--- src/rtl/rr_pkg.sv ---
// rtl/rr_pkg.sv - shared types and constants for the round-robin bus controller
package rr_pkg;

    typedef enum logic [1:0] {
        IDLE  = 2'd0,
        GRANT = 2'd1,
        GAP   = 2'd2
    } state_t;

    localparam int DEFAULT_N        = 4;
    localparam int DEFAULT_MAX_HOLD = 16;

    function automatic int id_width(input int n);
        return (n <= 2) ? 1 : $clog2(n);
    endfunction

endpackage

--- src/rtl/rr_pick.sv ---
// rtl/rr_pick.sv - combinational round-robin selector: first set req bit at or after ptr, wrapping
module rr_pick #(
    parameter int N    = 4,
    parameter int ID_W = 2
) (
    input  logic [N-1:0]    req_i,
    input  logic [ID_W-1:0] ptr_i,
    output logic            valid_o,
    output logic [ID_W-1:0] idx_o
);

    logic [N-1:0] mask;
    logic [N-1:0] masked;

    always_comb begin
        mask = '0;
        for (int i = 0; i < N; i++) begin
            mask[i] = (i >= int'(ptr_i));
        end
        masked  = req_i & mask;
        valid_o = |req_i;
        idx_o   = '0;
        // Scanning downward lets the lowest set bit win the last assignment.
        if (|masked) begin
            for (int i = N - 1; i >= 0; i--) begin
                if (masked[i]) idx_o = ID_W'(i);
            end
        end else begin
            for (int i = N - 1; i >= 0; i--) begin
                if (req_i[i]) idx_o = ID_W'(i);
            end
        end
    end

endmodule

--- src/rtl/rr_bus_controller.sv ---
// rtl/rr_bus_controller.sv - round-robin shared-bus arbiter with grant locking and a release gap
// Optional hold-tenure limit and preempted pulse are built when HOLD_LIMIT_EN is defined.
module rr_bus_controller
    import rr_pkg::*;
#(
    parameter int N        = DEFAULT_N,
    parameter int MAX_HOLD = DEFAULT_MAX_HOLD
) (
    input  logic                     clk,
    input  logic                     reset,
    input  logic [N-1:0]             req,
    input  logic [N-1:0]             done,
    output logic [N-1:0]             grant,
    output logic [id_width(N)-1:0]   grant_id,
    output logic                     busy,
    output logic                     preempted
);

    localparam int ID_W = id_width(N);
    localparam int HC_W = id_width(MAX_HOLD);

    state_t            state_q, state_d;
    logic [ID_W-1:0]   ptr_q, ptr_d;
    logic [N-1:0]      grant_q, grant_d;
    logic [ID_W-1:0]   grant_id_q, grant_id_d;
    logic              busy_q, busy_d;

    logic              pick_valid;
    logic [ID_W-1:0]   pick_idx;
    logic              owner_req;
    logic              owner_done;
    logic              hold_hit;
    logic              rel_now;

`ifdef HOLD_LIMIT_EN
    logic [HC_W-1:0]   hold_cnt_q, hold_cnt_d;
    logic              preempted_q, preempted_d;
`endif

    rr_pick #(
        .N    (N),
        .ID_W (ID_W)
    ) u_pick (
        .req_i   (req),
        .ptr_i   (ptr_q),
        .valid_o (pick_valid),
        .idx_o   (pick_idx)
    );

    always_comb begin
        state_d    = state_q;
        ptr_d      = ptr_q;
        grant_d    = grant_q;
        grant_id_d = grant_id_q;
        busy_d     = busy_q;
        owner_req  = req[grant_id_q];
        owner_done = done[grant_id_q];
`ifdef HOLD_LIMIT_EN
        hold_cnt_d  = hold_cnt_q;
        preempted_d = 1'b0;
        hold_hit    = (hold_cnt_q == HC_W'(MAX_HOLD - 1));
`else
        hold_hit    = 1'b0;
`endif
        rel_now = !owner_req || owner_done || hold_hit;

        case (state_q)
            IDLE, GAP: begin
                if (pick_valid) begin
                    state_d             = GRANT;
                    grant_d             = '0;
                    grant_d[pick_idx]   = 1'b1;
                    grant_id_d          = pick_idx;
                    busy_d              = 1'b1;
`ifdef HOLD_LIMIT_EN
                    hold_cnt_d          = '0;
`endif
                end else begin
                    state_d = IDLE;
                end
            end
            GRANT: begin
                if (rel_now) begin
                    state_d = GAP;
                    grant_d = '0;
                    busy_d  = 1'b0;
                    // Former owner drops to lowest priority at the next pick.
                    ptr_d   = (grant_id_q == ID_W'(N - 1)) ? '0 : grant_id_q + ID_W'(1);
`ifdef HOLD_LIMIT_EN
                    preempted_d = hold_hit && owner_req && !owner_done;
`endif
                end else begin
`ifdef HOLD_LIMIT_EN
                    if (hold_cnt_q != HC_W'(MAX_HOLD - 1)) hold_cnt_d = hold_cnt_q + HC_W'(1);
`endif
                end
            end
            default: begin
                state_d = IDLE;
                grant_d = '0;
                busy_d  = 1'b0;
            end
        endcase
    end

    always_ff @(posedge clk or negedge reset) begin
        if (!reset) begin
            state_q    <= IDLE;
            ptr_q      <= '0;
            grant_q    <= '0;
            grant_id_q <= '0;
            busy_q     <= 1'b0;
        end else begin
            state_q    <= state_d;
            ptr_q      <= ptr_d;
            grant_q    <= grant_d;
            grant_id_q <= grant_id_d;
            busy_q     <= busy_d;
        end
    end

`ifdef HOLD_LIMIT_EN
    always_ff @(posedge clk or negedge reset) begin
        if (!reset) begin
            hold_cnt_q  <= '0;
            preempted_q <= 1'b0;
        end else begin
            hold_cnt_q  <= hold_cnt_d;
            preempted_q <= preempted_d;
        end
    end

    assign preempted = preempted_q;
`else
    logic unused_hold_cfg;
    assign unused_hold_cfg = ^{HC_W[0], MAX_HOLD[0]};
    assign preempted       = 1'b0;
`endif

    assign grant    = grant_q;
    assign grant_id = grant_id_q;
    assign busy     = busy_q;

endmodule

--- config.mk ---
export PLATFORM = sky130hd
export DESIGN_NAME = rr_bus_controller
export DESIGN_NICKNAME = d
export VERILOG_FILES = /design/src/rtl/rr_pkg.sv /design/src/rtl/rr_pick.sv /design/src/rtl/rr_bus_controller.sv
export SDC_FILE = /design/constraint.sdc
export NUM_CORES = 1
export LEC_CHECK = 0
export ABC_AREA = 0
export BUFFER_PORTS_ARGS = -buffer_cell sky130_fd_sc_hd__buf_2
export CAP_MARGIN = 10
export CORE_AREA = 10 10 47 49
export DETAILED_ROUTE_END_ITERATION = 8
export DIE_AREA = 0 0 57 59
export GPL_ROUTABILITY_DRIVEN = 0
export PLACE_DENSITY = 0.69
export SETUP_SLACK_MARGIN = 0.3
export SYNTH_ARGS = -nofsm -noshare
export SYNTH_HDL_FRONTEND = slang
export SYNTH_HIERARCHICAL = 1
export SYNTH_SLANG_ARGS = --single-unit
--- constraint.sdc ---
create_clock -name clk -period 2.3 [get_ports clk]
set_clock_uncertainty 0.1 [all_clocks]
set_input_delay 0.115 -clock clk [delete_from_list [all_inputs] [get_ports clk]]
set_output_delay 0.115 -clock clk [all_outputs]
set_load 0.05 [all_outputs]
==> results.sh, run 1 <==
export IMPL_status="finished clean"
export IMPL_switching_share=0.4921
export IMPL_yosys_register_bits=11
export IMPL_yosysTopAreaCell="dfrtp_1"
export IMPL_synth_avg_cell_area_um2=9.384
export IMPL_dieArea_um2=3363
export IMPL_cts_tree="done"
export IMPL_place_hpwl_um=1101
export IMPL_min_path_type="input pin to asynchronous set/reset pin"
export IMPL_syn2layout_area_growth_pct=19.19
export IMPL_vias=527
export IMPL_cts_buffers=3
export IMPL_synthCells=66
export IMPL_drt_iter0_markers=23
export IMPL_worstPathMaxFanout=8
export IMPL_start_util=0.4420
export IMPL_finalCritPeriodShare=0.7609
export IMPL_drt_pass1_iter_count=4
export IMPL_die_y_um=59
export IMPL_slowest_delay_ns=0.44
export IMPL_start_kind="register"
export IMPL_gr_usage_all_layers=0.08428
export IMPL_regArea_um2=275.3
export IMPL_max_freq_mhz=571.4
export IMPL_finalInstanceArea_um2=738.2
export IMPL_setup_tns_ns=0
export IMPL_wl_per_cell_um=13.93
export IMPL_grt_pass1_wl_um=2277
export IMPL_nets=96
export IMPL_overflow=0
export IMPL_ctsHtreeMaxLevel=1
export IMPL_slew_viol_final=0
export IMPL_finalHoldViolations=0
export IMPL_ctsResizeCount=0
export IMPL_cts_root_buf="clkbuf_4"
export IMPL_drive_above_1_share=0.2738
export IMPL_yosysSeqAreaShare=0.4444
export IMPL_power_density_nw_per_um2=1449
export IMPL_vdd_drop_max_mv=0.6637
export IMPL_clockPowerShare=0.117
export IMPL_min_period_ns=1.750
export IMPL_grt_max_degree=12
export IMPL_row_count=14
export IMPL_synth_fp_nets=77
export IMPL_antenna_found_initial=0
export IMPL_post_dp_cell_area_um2=701.9
export IMPL_pwr_share_seq=0.367
export IMPL_synth_top_area_share=0.4444
export IMPL_final_core_util=0.5268
export IMPL_cts_sinks=11
export IMPL_max_cap_violations=0
export IMPL_vias_per_cell=5.270
export IMPL_intPower_mw=0.5432
export IMPL_portBuffers=16
export IMPL_clk_latency_ns=0.26
export IMPL_crit_buf_inv=0
export IMPL_die_x_um=57
export IMPL_grt_pass1_vias=520
export IMPL_cp_cell_sequence="and4b_1 > nor4_1 > nand3b_1 > mux2_1"
export IMPL_yosysWarnings=6
export IMPL_switchingPower_mw=0.5262
export IMPL_ant_nets=0
export IMPL_setup_violations=0
export IMPL_fillers=141
export IMPL_io_pins=18
export IMPL_rsz0062_at_grt="false"
export IMPL_routed_wl_um=1393
export IMPL_synthesis_area_um2=619.3
export IMPL_multi_input_area_um2=311.5
export IMPL_dpl_worst_slack_ns=0.5314
export IMPL_share_comb_of_total_power=0.516
export IMPL_critPathArrivalTime_ns=1.80
export IMPL_diodes=0
export IMPL_cp_top_family="simple AND/OR/NAND/NOR gates"
export IMPL_cp_end_kind="register"
export IMPL_ys_types=26
export IMPL_worst_path_max_delay_cell="dfrtp_1"
export IMPL_setup_ws_ns=0.5500
export IMPL_crit_type="register to register"
export IMPL_drc=0
export IMPL_p_total_mw=1.069
export IMPL_cts_max_path_buffers=2
export IMPL_p_leak_nw=0.3696
export IMPL_required_ns=2.35
export IMPL_core_area_um2=1401
export IMPL_synthTopCellsByArea="dfrtp_1, o22ai_1, nand2_1"
export IMPL_cts_clk_slew_worst_paths_ns=0.07
## sequential cells by signal (all words and copies together) (netlist names)
| name | flops |
|---|---|
| busy | 1 |
| grant | 4 |
| grant_id | 2 |
| ptr_q | 2 |
| state_q | 2 |
## worst register-to-register path, stage by stage, from the launching register on
cell and delay [ns]:
dfrtp_1 0.44, and4b_1 0.23, nor4_1 0.35, nand3b_1 0.18, mux2_1 0.34
## power groups by stage
| stage | clock, mW | sequential (mW) | combinational [mW] |
|---|---|---|---|
| after floorplan | 0 | 0.546 | 0.277 |
| after global placement | 0 | 0.388 | 0.552 |
| after detailed placement | 0 | 0.397 | 0.558 |
| after CTS | 0.130 | 0.394 | 0.561 |
| after global routing | 0.139 | 0.413 | 0.605 |
| final | 0.125 | 0.392 | 0.552 |
## final cells by class
| type | instances | area share |
|---|---|---|
| clock buffers | 4 | 0.03559 |
| inverters | 4 | 0.02034 |
| multi-input cells | 48 | 0.4220 |
| flip-flops and latches | 11 | 0.3729 |
| well taps | 16 | 0.02712 |
| repair buffers | 17 | 0.1220 |
## path summary, 6_finish.rpt
check | slack (ns) | to | cells past startpoint | from
max reg2reg | 0.55 | ptr_q[0] | 4 | grant_id[0]
min in group clk | 0.28 | grant_id[0] | 3 | req[0]
max | 0.55 | ptr_q[0] | 4 | grant_id[0]
max in group asynchronous | 1.76 | grant[3] | 2 | reset
min | 0.14 | ptr_q[1] | 2 | reset
min reg2reg | 0.47 | grant[0] | 2 | grant[0]
## cell usage after synthesis (all sizes together)
library cell  count
dfrtp            11
conb              1
nor3              1
nand2b            2
nor4              1
o21ai             1
inv               4
and4b             1
a21oi             5
buf               3
and4bb            2
nor3b             2
mux2              4
o22ai             5
nor2              7
nand2             8
a211oi            2
nand3b            1
ha                1
mux2i             1
or2               1
and3              1
nor4b             1
## routing by layer
| layer | track usage | share of wire | vias to the layer above |
|---|---|---|---|
| met5 | 0 | 0 | - |
| met4 | 0.05034 | 0.0086 | 0 |
| met3 | 0.03004 | 0.060 | 2 |
| met2 | 0.1426 | 0.50 | 13 |
| met1 | 0.08802 | 0.43 | 242 |
| li1 | - | - | 270 |
## repair_timing
action,CTS,global route
setup buffers,0,0
endpoints found under the hold margin,11,0
hold buffers,1,0
## cell usage in the layout (no fill, tap or decap)
cell / synthesis / final
nor3b_1: 2 / 2
buf_2: 2 / 16
a211oi_1: 1 / 1
nor4b_1: 1 / 1
conb_1: 1 / 1
a21oi_1: 5 / 5
o21ai_0: 1 / 1
mux2_2: 2 / 2
nor2_1: 7 / 7
clkbuf_1: 0 / 1
mux2i_1: 1 / 1
ha_1: 1 / 1
nor4_1: 1 / 1
and4bb_1: 2 / 2
o22ai_1: 5 / 5
dfrtp_1: 11 / 11
nor3_1: 1 / 1
nand2b_1: 2 / 2
a211oi_2: 1 / 1
mux2_1: 2 / 2
and3_1: 1 / 1
nand3b_1: 1 / 1
nand2_1: 8 / 8
and4b_1: 1 / 1
inv_1: 4 / 4
or2_2: 1 / 1
dlygate4sd3_1: 0 / 1
clkbuf_4: 0 / 3
## per-stage QoR
step / hold slack (ns) / instances
final: 0.1405 / 100
after global routing: 0.1656 / 100
after CTS: 0.1482 / 100
after detailed placement: -0.1027 / 95
after global placement: -0.1048 / 95
after floorplan: -0.2806 / 66
## kinds of logic (layout without fill, tap and decap cells)
family	Yosys count	after routing	synth area share
AO/OA/AOI/OAI	13	13	0.1313
adder cells (fa/ha/maj)	1	1	0.02020
buffers and inverters	7	25	0.05252
flip-flops	11	11	0.4444
multiplexers	5	5	0.08888
other	1	1	0.006055
AND/OR/NAND/NOR	28	28	0.2566
Power figures use the tool's default switching activity.
==> inputs of run 2 (changes only) <==
--- a/config.mk
+++ b/config.mk
@@ -5,14 +5,14 @@
 export SDC_FILE = /design/constraint.sdc
 export NUM_CORES = 1
 export LEC_CHECK = 0
-export ABC_AREA = 0
+export ABC_AREA = 1
 export BUFFER_PORTS_ARGS = -buffer_cell sky130_fd_sc_hd__buf_2
 export CAP_MARGIN = 10
-export CORE_AREA = 10 10 47 49
+export CORE_MARGIN = 10
+export CORE_UTILIZATION = 44
 export DETAILED_ROUTE_END_ITERATION = 8
-export DIE_AREA = 0 0 57 59
 export GPL_ROUTABILITY_DRIVEN = 0
-export PLACE_DENSITY = 0.69
+export PLACE_DENSITY = 0.67
 export SETUP_SLACK_MARGIN = 0.3
 export SYNTH_ARGS = -nofsm -noshare
 export SYNTH_HDL_FRONTEND = slang
==> constraint.sdc (replaced) <==
create_clock -name clk -period 1.6 [get_ports clk]
set_clock_uncertainty 0.1 [all_clocks]
set_input_delay 0.08 -clock clk [delete_from_list [all_inputs] [get_ports clk]]
set_output_delay 0.08 -clock clk [all_outputs]
set_load 0.05 [all_outputs]
==> results.sh, run 2 <==
export IMPL_layout_commonest_cell="nand2_1"
export IMPL_fillers=144
export IMPL_share_comb_of_total_power=0.575
export IMPL_grt_max_degree=12
export IMPL_cts_max_path_buffers=2
export IMPL_pwr_share_seq=0.311
export IMPL_setup_ws_ns=0.3266
export IMPL_required_ns=1.64
export IMPL_routed_wl_um=1576
export IMPL_synth_fp_nets=99
export IMPL_cts_tree="done"
export IMPL_switchingPower_mw=0.9009
export IMPL_mostFrequentLayoutCells="nand2_1, buf_2, inv_1"
export IMPL_setup_tns_ns=0
export IMPL_synth_avg_cell_area_um2=7.564
export IMPL_synth_top_area_share=0.4135
export IMPL_yosysTopAreaCell="dfrtp_1"
export IMPL_core_area_um2=1366
export IMPL_synth_common_cells="nand2_1, inv_1, dfrtp_1"
export IMPL_io_pins=18
export IMPL_dieArea_um2=3469
export IMPL_synth_edff_count=0
export IMPL_switching_share=0.5347
export IMPL_yosysWarnings=6
export IMPL_multi_input_area_um2=330.3
export IMPL_gr_usage_all_layers=0.09637
export IMPL_nets=121
export IMPL_r2r_start="ptr_q[1]"
export IMPL_crit_type="register to register"
export IMPL_wl_per_cell_um=12.71
export IMPL_slew_viol_final=0
export IMPL_dpl_worst_slack_ns=0.2977
export IMPL_cts_root_buf="clkbuf_4"
export IMPL_ff2ff_path_depth=8
export IMPL_p_leak_nw=0.4836
export IMPL_cp_end_kind="register"
export IMPL_drc=0
export IMPL_start_kind="register"
export IMPL_cts_buffers=3
export IMPL_ys_flop_type="dfrtp_1"
export IMPL_status="finished clean"
export IMPL_r2r_end="grant_id[1]"
export IMPL_ctsHtreeMaxLevel=1
export IMPL_ys_types=20
export IMPL_clk_latency_ns=0.27
export IMPL_clockPowerShare=0.114
export IMPL_die_x_um=58.90
export IMPL_overflow=0
export IMPL_regArea_um2=277.8
export IMPL_portBuffers=16
export IMPL_worstPathMaxFanout=4
export IMPL_yosysSeqAreaShare=0.4135
export IMPL_min_period_ns=1.273
export IMPL_finalHoldViolations=0
export IMPL_largest_register_ffs=4
export IMPL_critPathArrivalTime_ns=1.32
export IMPL_diodes=0
export IMPL_ant_nets=0
export IMPL_min_path_type="input pin to asynchronous set/reset pin"
export IMPL_die_y_um=58.90
export IMPL_worst_r2r_setup_slack_ns=0.33
export IMPL_startpoint="ptr_q[1]"
export IMPL_yosysMostFrequentCell="nand2_1"
export IMPL_synthTopCellsByArea="dfrtp_1, nand2_1, inv_1"
export IMPL_final_core_util=0.5952
export IMPL_start_util=0.4872
export IMPL_grt_pass1_wl_um=2622
export IMPL_crit_path_end="grant_id[1]"
export IMPL_power_density_nw_per_um2=2072
export IMPL_yosys_register_bits=11
export IMPL_max_freq_mhz=785.3
export IMPL_p_total_mw=1.685
export IMPL_async_flop_share=1.000
export IMPL_antenna_found_initial=0
export IMPL_row_count=13
export IMPL_finalCritPeriodShare=0.7959
export IMPL_rsz0062_at_grt="true"
export IMPL_grt_pass1_vias=590
export IMPL_cts_clk_slew_worst_paths_ns=0.07
export IMPL_vdd_drop_max_mv=0.9678
export IMPL_setup_violations=0
export IMPL_synthesis_area_um2=665.6
export IMPL_drive_above_1_share=0.3945
export IMPL_place_hpwl_um=1305
export IMPL_vias_per_cell=4.790
export IMPL_drt_pass1_iter_count=4
export IMPL_max_cap_violations=0
export IMPL_intPower_mw=0.7841
export IMPL_cts_sinks=11
export IMPL_vias=594
export IMPL_drt_iter0_markers=13
export IMPL_synthCells=88
export IMPL_syn2layout_area_growth_pct=22.18
-- run 2: kinds of logic (layout without fill, tap and decap cells) --
logic type / after synthesis / in the layout / share of synthesized area
buf+inv: 17 / 38 / 0.1053
flops: 11 / 11 / 0.4135
other cells: 1 / 1 / 0.005634
compound gates: 4 / 4 / 0.03006
fa+ha+maj: 1 / 1 / 0.01879
simple gates: 54 / 54 / 0.4267
-- run 2: area by class of cell --
type | count | area share
Multi-Input combinational cell | 60 | 0.4062
Sequential cell | 11 | 0.3415
Clock buffer | 4 | 0.03231
Inverter | 16 | 0.07692
Tap cell | 15 | 0.02308
Timing Repair Buffer | 18 | 0.1200
-- run 2: through the flow --
step / hold slack (ns) / cell area, um^2 / instances
6_report: 0.1093 / 813.3 / 124
5_1_grt: 0.1228 / 813.3 / 124
4_1_cts: 0.1021 / 798.3 / 123
3_5_place_dp: -0.1350 / 759.5 / 118
3_3_place_gp: -0.1409 / 759.5 / 118
2_1_floorplan: -0.3156 / 668.1 / 88
-- run 2: layer usage --
layer / up-vias / wire (um) / track usage
met5: - / 0 / 0
met4: 0 / 12 / 0.01967
met3: 2 / 82 / 0.03863
met2: 10 / 794 / 0.1667
met1: 274 / 686 / 0.1081
li1: 308 / - / -
-- run 2: worst min-delay path by stage --
stage / from / end
after floorplan: reset / busy
after global placement: reset / grant[3]
after detailed placement: reset / grant[3]
after CTS: reset / grant[3]
after global routing: reset / grant[3]
final: reset / grant[3]
-- run 2: worst max-delay path, stage by stage (launching register included) --
cell     delay (ns)
dfrtp_1        0.42
nor2_1         0.12
nand2_1        0.07
nand2_1        0.10
inv_1          0.04
o21ai_1        0.08
inv_2          0.08
nand2_1        0.07
o21ai_0        0.07
-- run 2: timing repair --
| action | in CTS | in global routing |
|---|---|---|
| hold endpoints to repair | 11 | 0 |
| pin swaps | 0 | 5 |
| setup buffers | 0 | 1 |
| setup endpoints to repair | 2 | 6 |
| gates resized for setup | 1 | 5 |
| hold buffers | 1 | 0 |
-- run 2: power groups by stage --
| stage | logic (mW) | clock network, mW | registers, mW |
|---|---|---|---|
| 2_1_floorplan | 0.465 | 0 | 0.786 |
| 3_3_place_gp | 0.921 | 0 | 0.518 |
| 3_5_place_dp | 0.943 | 0 | 0.526 |
| 4_1_cts | 0.949 | 0.197 | 0.523 |
| 5_1_grt | 1.07 | 0.213 | 0.543 |
| 6_report | 0.969 | 0.191 | 0.524 |
